--- src/rtl/keypad_pkg.sv ---
// keypad_pkg
//   Shared definitions for the 4x4 matrix keypad scanner: FSM state type,
//   (row,col) -> item code map, column reset pattern and small decode helpers.
//   Optional feature macro used by the scanner: KEYPAD_GHOST_REJECT_EN.
package keypad_pkg;

    typedef enum logic [1:0] {
        ST_SCAN     = 2'd0,
        ST_DEBOUNCE = 2'd1,
        ST_HELD     = 2'd2,
        ST_RELEASE  = 2'd3
    } kp_state_e;

    // Column drive after reset: column 0 active (one-hot-low).
    localparam logic [3:0] COL_RESET = 4'b1110;

    // Indexed by {row[1:0], col[1:0]}; '*' reports as E, '#' as F.
    localparam logic [3:0] KEY_MAP [16] = '{
        4'h1, 4'h2, 4'h3, 4'hA,
        4'h4, 4'h5, 4'h6, 4'hB,
        4'h7, 4'h8, 4'h9, 4'hC,
        4'hE, 4'h0, 4'hF, 4'hD
    };

    // One-hot-low drive pattern for a column index.
    function automatic logic [3:0] col_drive(input logic [1:0] idx);
        return ~(4'b0001 << idx);
    endfunction

    // Lowest-index row that is pulled low (0 when none are).
    function automatic logic [1:0] low_row(input logic [3:0] r);
        logic [1:0] idx;
        idx = 2'd0;
        for (int i = 3; i >= 0; i--) begin
            if (!r[i]) idx = 2'(i);
        end
        return idx;
    endfunction

    // More than one row pulled low on the same sample.
    function automatic logic multi_low(input logic [3:0] r);
        return ($countones(~r) > 1);
    endfunction

endpackage

--- src/rtl/keypad_debounce_cnt.sv ---
// keypad_debounce_cnt
//   Saturating count of consecutive matching dwell-end samples.
//   Ports:
//     clk_i   - clock, rising edge
//     rst_i   - asynchronous active-high reset
//     clr_i   - synchronous clear (wins over enable)
//     en_i    - count one matching sample this cycle
//     term_o  - this enable brings the count to DEB_SCANS, so the caller
//               can act on the same edge the terminal value is reached
module keypad_debounce_cnt #(
    parameter int DEB_SCANS = 4,
    parameter int CNT_W     = $clog2(DEB_SCANS + 1)
) (
    input  logic clk_i,
    input  logic rst_i,
    input  logic clr_i,
    input  logic en_i,
    output logic term_o
);

    logic [CNT_W-1:0] cnt_q;

    always_ff @(posedge clk_i or posedge rst_i) begin
        if (rst_i) begin
            cnt_q <= '0;
        end else if (clr_i) begin
            cnt_q <= '0;
        end else if (en_i && (cnt_q != CNT_W'(DEB_SCANS))) begin
            cnt_q <= cnt_q + 1'b1;
        end
    end

    assign term_o = en_i && (cnt_q == CNT_W'(DEB_SCANS - 1));

endmodule

--- src/rtl/keypad_scanner.sv ---
// keypad_scanner
//   Scans a 4x4 active-low matrix keypad one column per SCAN_DIV-cycle dwell,
//   debounces on dwell-end samples and emits a one-cycle KEY_PRESS with the
//   item code of each accepted key.
//   Ports:
//     CLK       - system clock, rising edge
//     RESET     - asynchronous active-high reset
//     ROW[3:0]  - keypad rows, active-low, asynchronous to CLK
//     COL[3:0]  - column drive, one-hot-low
//     ITEM_CODE - code of last accepted key, changes only with KEY_PRESS
//     KEY_PRESS - one-cycle pulse per accepted key
//   Optional feature: define KEYPAD_GHOST_REJECT_EN to treat samples with
//   more than one low row as no-key while scanning/debouncing; otherwise the
//   lowest-index low row wins.
module keypad_scanner
    import keypad_pkg::*;
#(
    parameter int SCAN_DIV  = 1000,
    parameter int DEB_SCANS = 4
) (
    input  logic       CLK,
    input  logic       RESET,
    input  logic [3:0] ROW,
    output logic [3:0] COL,
    output logic [3:0] ITEM_CODE,
    output logic       KEY_PRESS
);

    localparam int DIV_W = $clog2(SCAN_DIV);

    logic [3:0]       row_s1_q, row_s_q;
    logic [DIV_W-1:0] div_q;
    kp_state_e        state_q;
    logic [1:0]       col_idx_q, row_idx_q;
    logic [3:0]       col_q, row_lat_q, item_q;
    logic             press_q;

    logic dwell_end, all_high, key_seen, same, cnt_clr, cnt_en, deb_term;
    logic [1:0] col_nxt;

    // Two-flop synchronizer; idle keypad reads all-high.
    always_ff @(posedge CLK or posedge RESET) begin
        if (RESET) begin
            row_s1_q <= 4'hF;
            row_s_q  <= 4'hF;
        end else begin
            row_s1_q <= ROW;
            row_s_q  <= row_s1_q;
        end
    end

    // Free-running dwell timer; keeps running while COL is frozen so that
    // held/release decisions still happen once per dwell.
    always_ff @(posedge CLK or posedge RESET) begin
        if (RESET) begin
            div_q <= '0;
        end else if (dwell_end) begin
            div_q <= '0;
        end else begin
            div_q <= div_q + 1'b1;
        end
    end

    assign dwell_end = (div_q == DIV_W'(SCAN_DIV - 1));
    assign all_high  = &row_s_q;
`ifdef KEYPAD_GHOST_REJECT_EN
    assign key_seen  = !all_high && !multi_low(row_s_q);
`else
    assign key_seen  = !all_high;
`endif
    assign same      = (row_s_q == row_lat_q);
    assign col_nxt   = col_idx_q + 2'd1;

    // Counter is held clear outside the two counting states, so every entry
    // into DEBOUNCE or RELEASE starts from zero.
    always_comb begin
        cnt_clr = (state_q == ST_SCAN) || (state_q == ST_HELD);
        cnt_en  = 1'b0;
        if (dwell_end) begin
            if (state_q == ST_DEBOUNCE) cnt_en = key_seen && same;
            if (state_q == ST_RELEASE)  cnt_en = all_high;
        end
    end

    keypad_debounce_cnt #(
        .DEB_SCANS (DEB_SCANS)
    ) u_deb (
        .clk_i  (CLK),
        .rst_i  (RESET),
        .clr_i  (cnt_clr),
        .en_i   (cnt_en),
        .term_o (deb_term)
    );

    always_ff @(posedge CLK or posedge RESET) begin
        if (RESET) begin
            state_q   <= ST_SCAN;
            col_idx_q <= 2'd0;
            col_q     <= COL_RESET;
            row_idx_q <= 2'd0;
            row_lat_q <= 4'hF;
            item_q    <= 4'h0;
            press_q   <= 1'b0;
        end else begin
            press_q <= 1'b0;
            if (dwell_end) begin
                case (state_q)
                    ST_SCAN: begin
                        if (key_seen) begin
                            row_lat_q <= row_s_q;
                            row_idx_q <= low_row(row_s_q);
                            state_q   <= ST_DEBOUNCE;
                        end else begin
                            col_idx_q <= col_nxt;
                            col_q     <= col_drive(col_nxt);
                        end
                    end
                    ST_DEBOUNCE: begin
                        if (key_seen && same) begin
                            if (deb_term) begin
                                press_q <= 1'b1;
                                item_q  <= KEY_MAP[{row_idx_q, col_idx_q}];
                                state_q <= ST_HELD;
                            end
                        end else begin
                            // Bounce: give up and carry on from the next column.
                            state_q   <= ST_SCAN;
                            col_idx_q <= col_nxt;
                            col_q     <= col_drive(col_nxt);
                        end
                    end
                    ST_HELD: begin
                        if (all_high) state_q <= ST_RELEASE;
                    end
                    ST_RELEASE: begin
                        if (!all_high) begin
                            state_q <= ST_HELD;
                        end else if (deb_term) begin
                            state_q   <= ST_SCAN;
                            col_idx_q <= col_nxt;
                            col_q     <= col_drive(col_nxt);
                        end
                    end
                    default: state_q <= ST_SCAN;
                endcase
            end
        end
    end

    assign COL       = col_q;
    assign ITEM_CODE = item_q;
    assign KEY_PRESS = press_q;

endmodule

--- config.mk ---
export PLATFORM = sky130hd
export DESIGN_NAME = keypad_scanner
export DESIGN_NICKNAME = d
export VERILOG_FILES = /design/src/rtl/keypad_pkg.sv /design/src/rtl/keypad_debounce_cnt.sv /design/src/rtl/keypad_scanner.sv
export SDC_FILE = /design/constraint.sdc
export NUM_CORES = 1
export LEC_CHECK = 0
export CAP_MARGIN = 20
export CORE_MARGIN = 3
export CORE_UTILIZATION = 40
export DETAILED_ROUTE_END_ITERATION = 6
export PLACE_DENSITY = 0.68
export SLEW_MARGIN = 5
export SYNTH_ARGS = -nofsm -noshare
export SYNTH_HDL_FRONTEND = slang
export SYNTH_SLANG_ARGS = --single-unit
export TNS_END_PERCENT = 1
--- constraint.sdc ---
create_clock -name CLK -period 1.85 [get_ports CLK]
set_input_delay 0.37 -clock CLK [delete_from_list [all_inputs] [get_ports CLK]]
set_output_delay 0.37 -clock CLK [all_outputs]
set_load 0.01 [all_outputs]
==> results of run 1 <==
per-stage QoR:
step / instance area, um2 / util [%] / hold slack [ns]
floorplan: 2010 / - / 0.345
global placement: 2290 / 47.9 / 0.346
detailed placement: 2290 / 47.9 / 0.347
global route: 2420 / 50.6 / 0.359
finish: 2420 / 50.6 / 0.356
CTS: 2390 / 49.9 / 0.358
path summary, 6_finish.rpt:
kind / startpoint / to / slack (ns) / cells after the start
setup / recovery: div_q[0]$_DFF_PP0_ / ITEM_CODE[0]$_DFFE_PP0P_ / 0.1 / 6
hold / removal: row_s1_q[0]$_DFF_PP1_ / row_s_q[0]$_DFF_PP1_ / 0.36 / 0
setup reg to reg: div_q[0]$_DFF_PP0_ / ITEM_CODE[0]$_DFFE_PP0P_ / 0.1 / 6
hold reg to reg: row_s1_q[0]$_DFF_PP1_ / row_s_q[0]$_DFF_PP1_ / 0.36 / 0
max in group asynchronous: RESET / COL[3]$_DFFE_PP1P_ / 1.17 / 3
min in group asynchronous: RESET / u_deb.cnt_q[0]$_DFFE_PP0P_ / 0.43 / 3
cells in the mapped netlist, drive strengths merged, types with 2 or more instances:
cell,number,area (um2)
a21oi,2,10.0
nand2,19,76.3
xnor2,6,52.6
o21ai,8,40.0
o31ai,3,22.5
inv,13,48.8
dfstp,15,394
nor2,13,56.3
ha,10,125
nor3,2,32.5
xor2,4,35.0
o2111ai,2,35.0
nand3,7,40.0
dfrtp,25,626
a31oi,2,18.8
mux2,10,120
mux2i,8,80.1
clkbuf,3,12.5
cell families (layout without fill, tap and decap cells):
| family | count (synthesis) | in the layout |
|---|---|---|
| fa+ha+maj | 10 | 10 |
| xor+xnor | 10 | 10 |
| compound gates | 22 | 22 |
| mux | 19 | 19 |
| flops | 40 | 40 |
| simple gates | 50 | 50 |
| buf+inv | 17 | 47 |
layout make-up:
type	count	area (um2)
clock buffers	6	82.6
clock inverters	2	10.0
fillers	441	2370
inverters	13	48.8
multi-input cells	111	932
flip-flops and latches	40	1020
well taps	67	83.8
repair buffers	26	243
sequential cells by signal (all words and copies together) (netlist names):
signal       flops
COL              4
ITEM_CODE        4
KEY_PRESS        1
col_idx_q        2
div_q           10
row_idx_q        2
row_lat_q        4
row_s1_q         4
row_s_q          4
state_q          2
u_deb.cnt_q      3
cell usage in the layout (no fill, tap or decap), types with 2 or more instances in the layout:
master	synthesis	final
buf_4	0	11
xor2_1	4	4
mux2_2	8	8
xnor2_1	6	6
nand2_1	17	17
o31ai_1	3	3
mux2_4	2	2
mux2i_1	8	8
dfstp_2	15	15
ha_1	10	10
dfrtp_1	25	25
clkinv_2	0	2
nor3_4	2	2
nand2_2	2	2
nand3_1	6	6
clkbuf_8	0	6
o21ai_0	8	7
nor2_1	12	12
clkdlybuf4s50_1	0	14
a21oi_1	2	2
inv_1	12	12
worst max-delay path, delay by kind of cell (launching register included):
kind / cells / cell delay, ns
AND/OR/NAND/NOR: 4 / 0.66
flip-flops: 1 / 0.39
adder cells (fa/ha/maj): 1 / 0.23
multiplexers: 1 / 0.35
power groups by stage:
stage / clock (uW) / sequential, uW / combinational [uW]
4_1_cts: 610 / 901 / 44.9
3_3_place_gp: 0 / 916 / 44.1
5_1_grt: 645 / 902 / 54.8
3_5_place_dp: 0 / 916 / 44.9
6_report: 580 / 901 / 48.2
2_1_floorplan: 0 / 914 / 22.5
what timing repair did:
action	CTS	global route
setup endpoints to repair	0	11
setup buffers	0	3
gates resized for setup	0	4
per-layer routing:
metal	wire [um]	track usage [%]	vias up
li1	-	-	631
met1	1520	16.2	616
met2	1470	18.6	22
met3	146	3.99	7
met4	48	4.71	0
met5	0	0	-
==> flow_metrics.env, run 1 <==
export IMPL_antenna_found_initial=0
export IMPL_syn_avg_cell_area_um2=12.0
export IMPL_wl_per_cell_um=12.0
export IMPL_synth_top_family_by_area="simple AND/OR/NAND/NOR gates"
export IMPL_core_rowCount=25
export IMPL_synthMuxAreaShare_pct=11.1
export IMPL_clkLatencyLatePin_ns=0.29
export IMPL_p_comb_share_pct=3.2
export IMPL_grt_usage_pct=12.3
export IMPL_drc=0
export IMPL_preCtsSetupSlack_ns=0.0429
export IMPL_cp_cell_sequence="ha_1, nand2_2, nor3_4, nand2_2, nor2_4, mux2_2"
export IMPL_final_setup_viol_count=0
export IMPL_cp_slowest_cell="dfrtp_1"
export IMPL_synth_edf_count=0
export IMPL_swShare_pct=20.8
export IMPL_firstDrtPassIters=4
export IMPL_skew_ns=0.00416
export IMPL_dieHeight_um=77.0
export IMPL_ys_types=42
export IMPL_status="finished, final reports clean"
export IMPL_syn_num_nets=184
export IMPL_ys_ff_latch=40
export IMPL_synth_warnings=0
export IMPL_seqPwrFrac_pct=58.9
export IMPL_cpMostUsedCell="nand2_2"
export IMPL_dp_cells=254
export IMPL_cts_hold_buffers=0
export IMPL_rsz0062_at_grt="true"
export IMPL_end_kind="register"
export IMPL_die_area_um2=5920
export IMPL_routed_via_density=4.82
export IMPL_max_freq_mhz=571
export IMPL_max_vdd_ir_drop_v=0.000491
export IMPL_synth_compound_area_share_pct=9.19
export IMPL_top_level_ports=15
export IMPL_numCtsBuffers=5
export IMPL_setup_ws_ns=0.0986
export IMPL_cts_sinks=40
export IMPL_ys_seq_area_share_pct=50.6
export IMPL_area_delta_synth_final_pct=20.1
export IMPL_slew_viol_final=0
export IMPL_worstMarginPinSlew_ns=0.322
export IMPL_final_nets=213
export IMPL_cts_buffer_depth=2
export IMPL_yosys_area_share_simple_pct=15.0
export IMPL_p_clk_share_pct=37.9
export IMPL_cts_root_buf="clkbuf_8"
export IMPL_final_cells=265
export IMPL_timing_setup_tns_ns=0
export IMPL_total_power_uw=1530
export IMPL_die_w_um=77.0
export IMPL_gr_total_overflow=0
export IMPL_postRouteAntennaNets=0
export IMPL_syn_area_um2=2010
export IMPL_grt_pass1_wl_um=5840
export IMPL_grt_max_degree=41
export IMPL_drive_gt1_share_pct=31.3
export IMPL_drt_iter0_markers=44
export IMPL_vias=1276
export IMPL_critPathKind="reg2reg"
export IMPL_diodes=0
export IMPL_io_buffers=14
export IMPL_yosys_area_share_adder_pct=6.21
export IMPL_grt_pass1_vias=1248
export IMPL_power_density_nw_per_um2=632
export IMPL_hold_viol=0
export IMPL_cts_tree="built"
export IMPL_p_int_uw=1210
export IMPL_htreeDepth=2
export IMPL_start_util_pct=42.1
export IMPL_syn_inst=168
export IMPL_critPathMaxFanout=5
export IMPL_yosys_area_share_xor_xnor_pct=4.35
export IMPL_clk_pin_slew_ns=0.07
export IMPL_max_cap_viol_count=0
export IMPL_wirelength_um=3180
export IMPL_p_leak_uw=0.000988
export IMPL_cp_slowest_stage_delay_ns=0.39
export IMPL_async_flop_share_pct=100
export IMPL_hold_class="reg2reg"
export IMPL_coreArea_um2=4790
export IMPL_gp_congestion=0.814
export IMPL_setup_worst_path_start_class="register"
export IMPL_min_period_over_period_pct=94.7
export IMPL_arrival_ns=1.93
export IMPL_ys_flop_type="dfrtp_1"
export IMPL_required_ns=2.03
export IMPL_dpl_hpwl_um=2320
export IMPL_slew_headroom_pct=78.5
export IMPL_switching_power_uw=318
export IMPL_post_route_min_period_ns=1.75
(Power assumes the default switching activity.)
==> run 2: changes to the inputs <==
SKIP_CTS_REPAIR_TIMING = 1   (was not set)
==> results of run 2 <==
Final layout, timing and power as in run 1 (identical DEF).
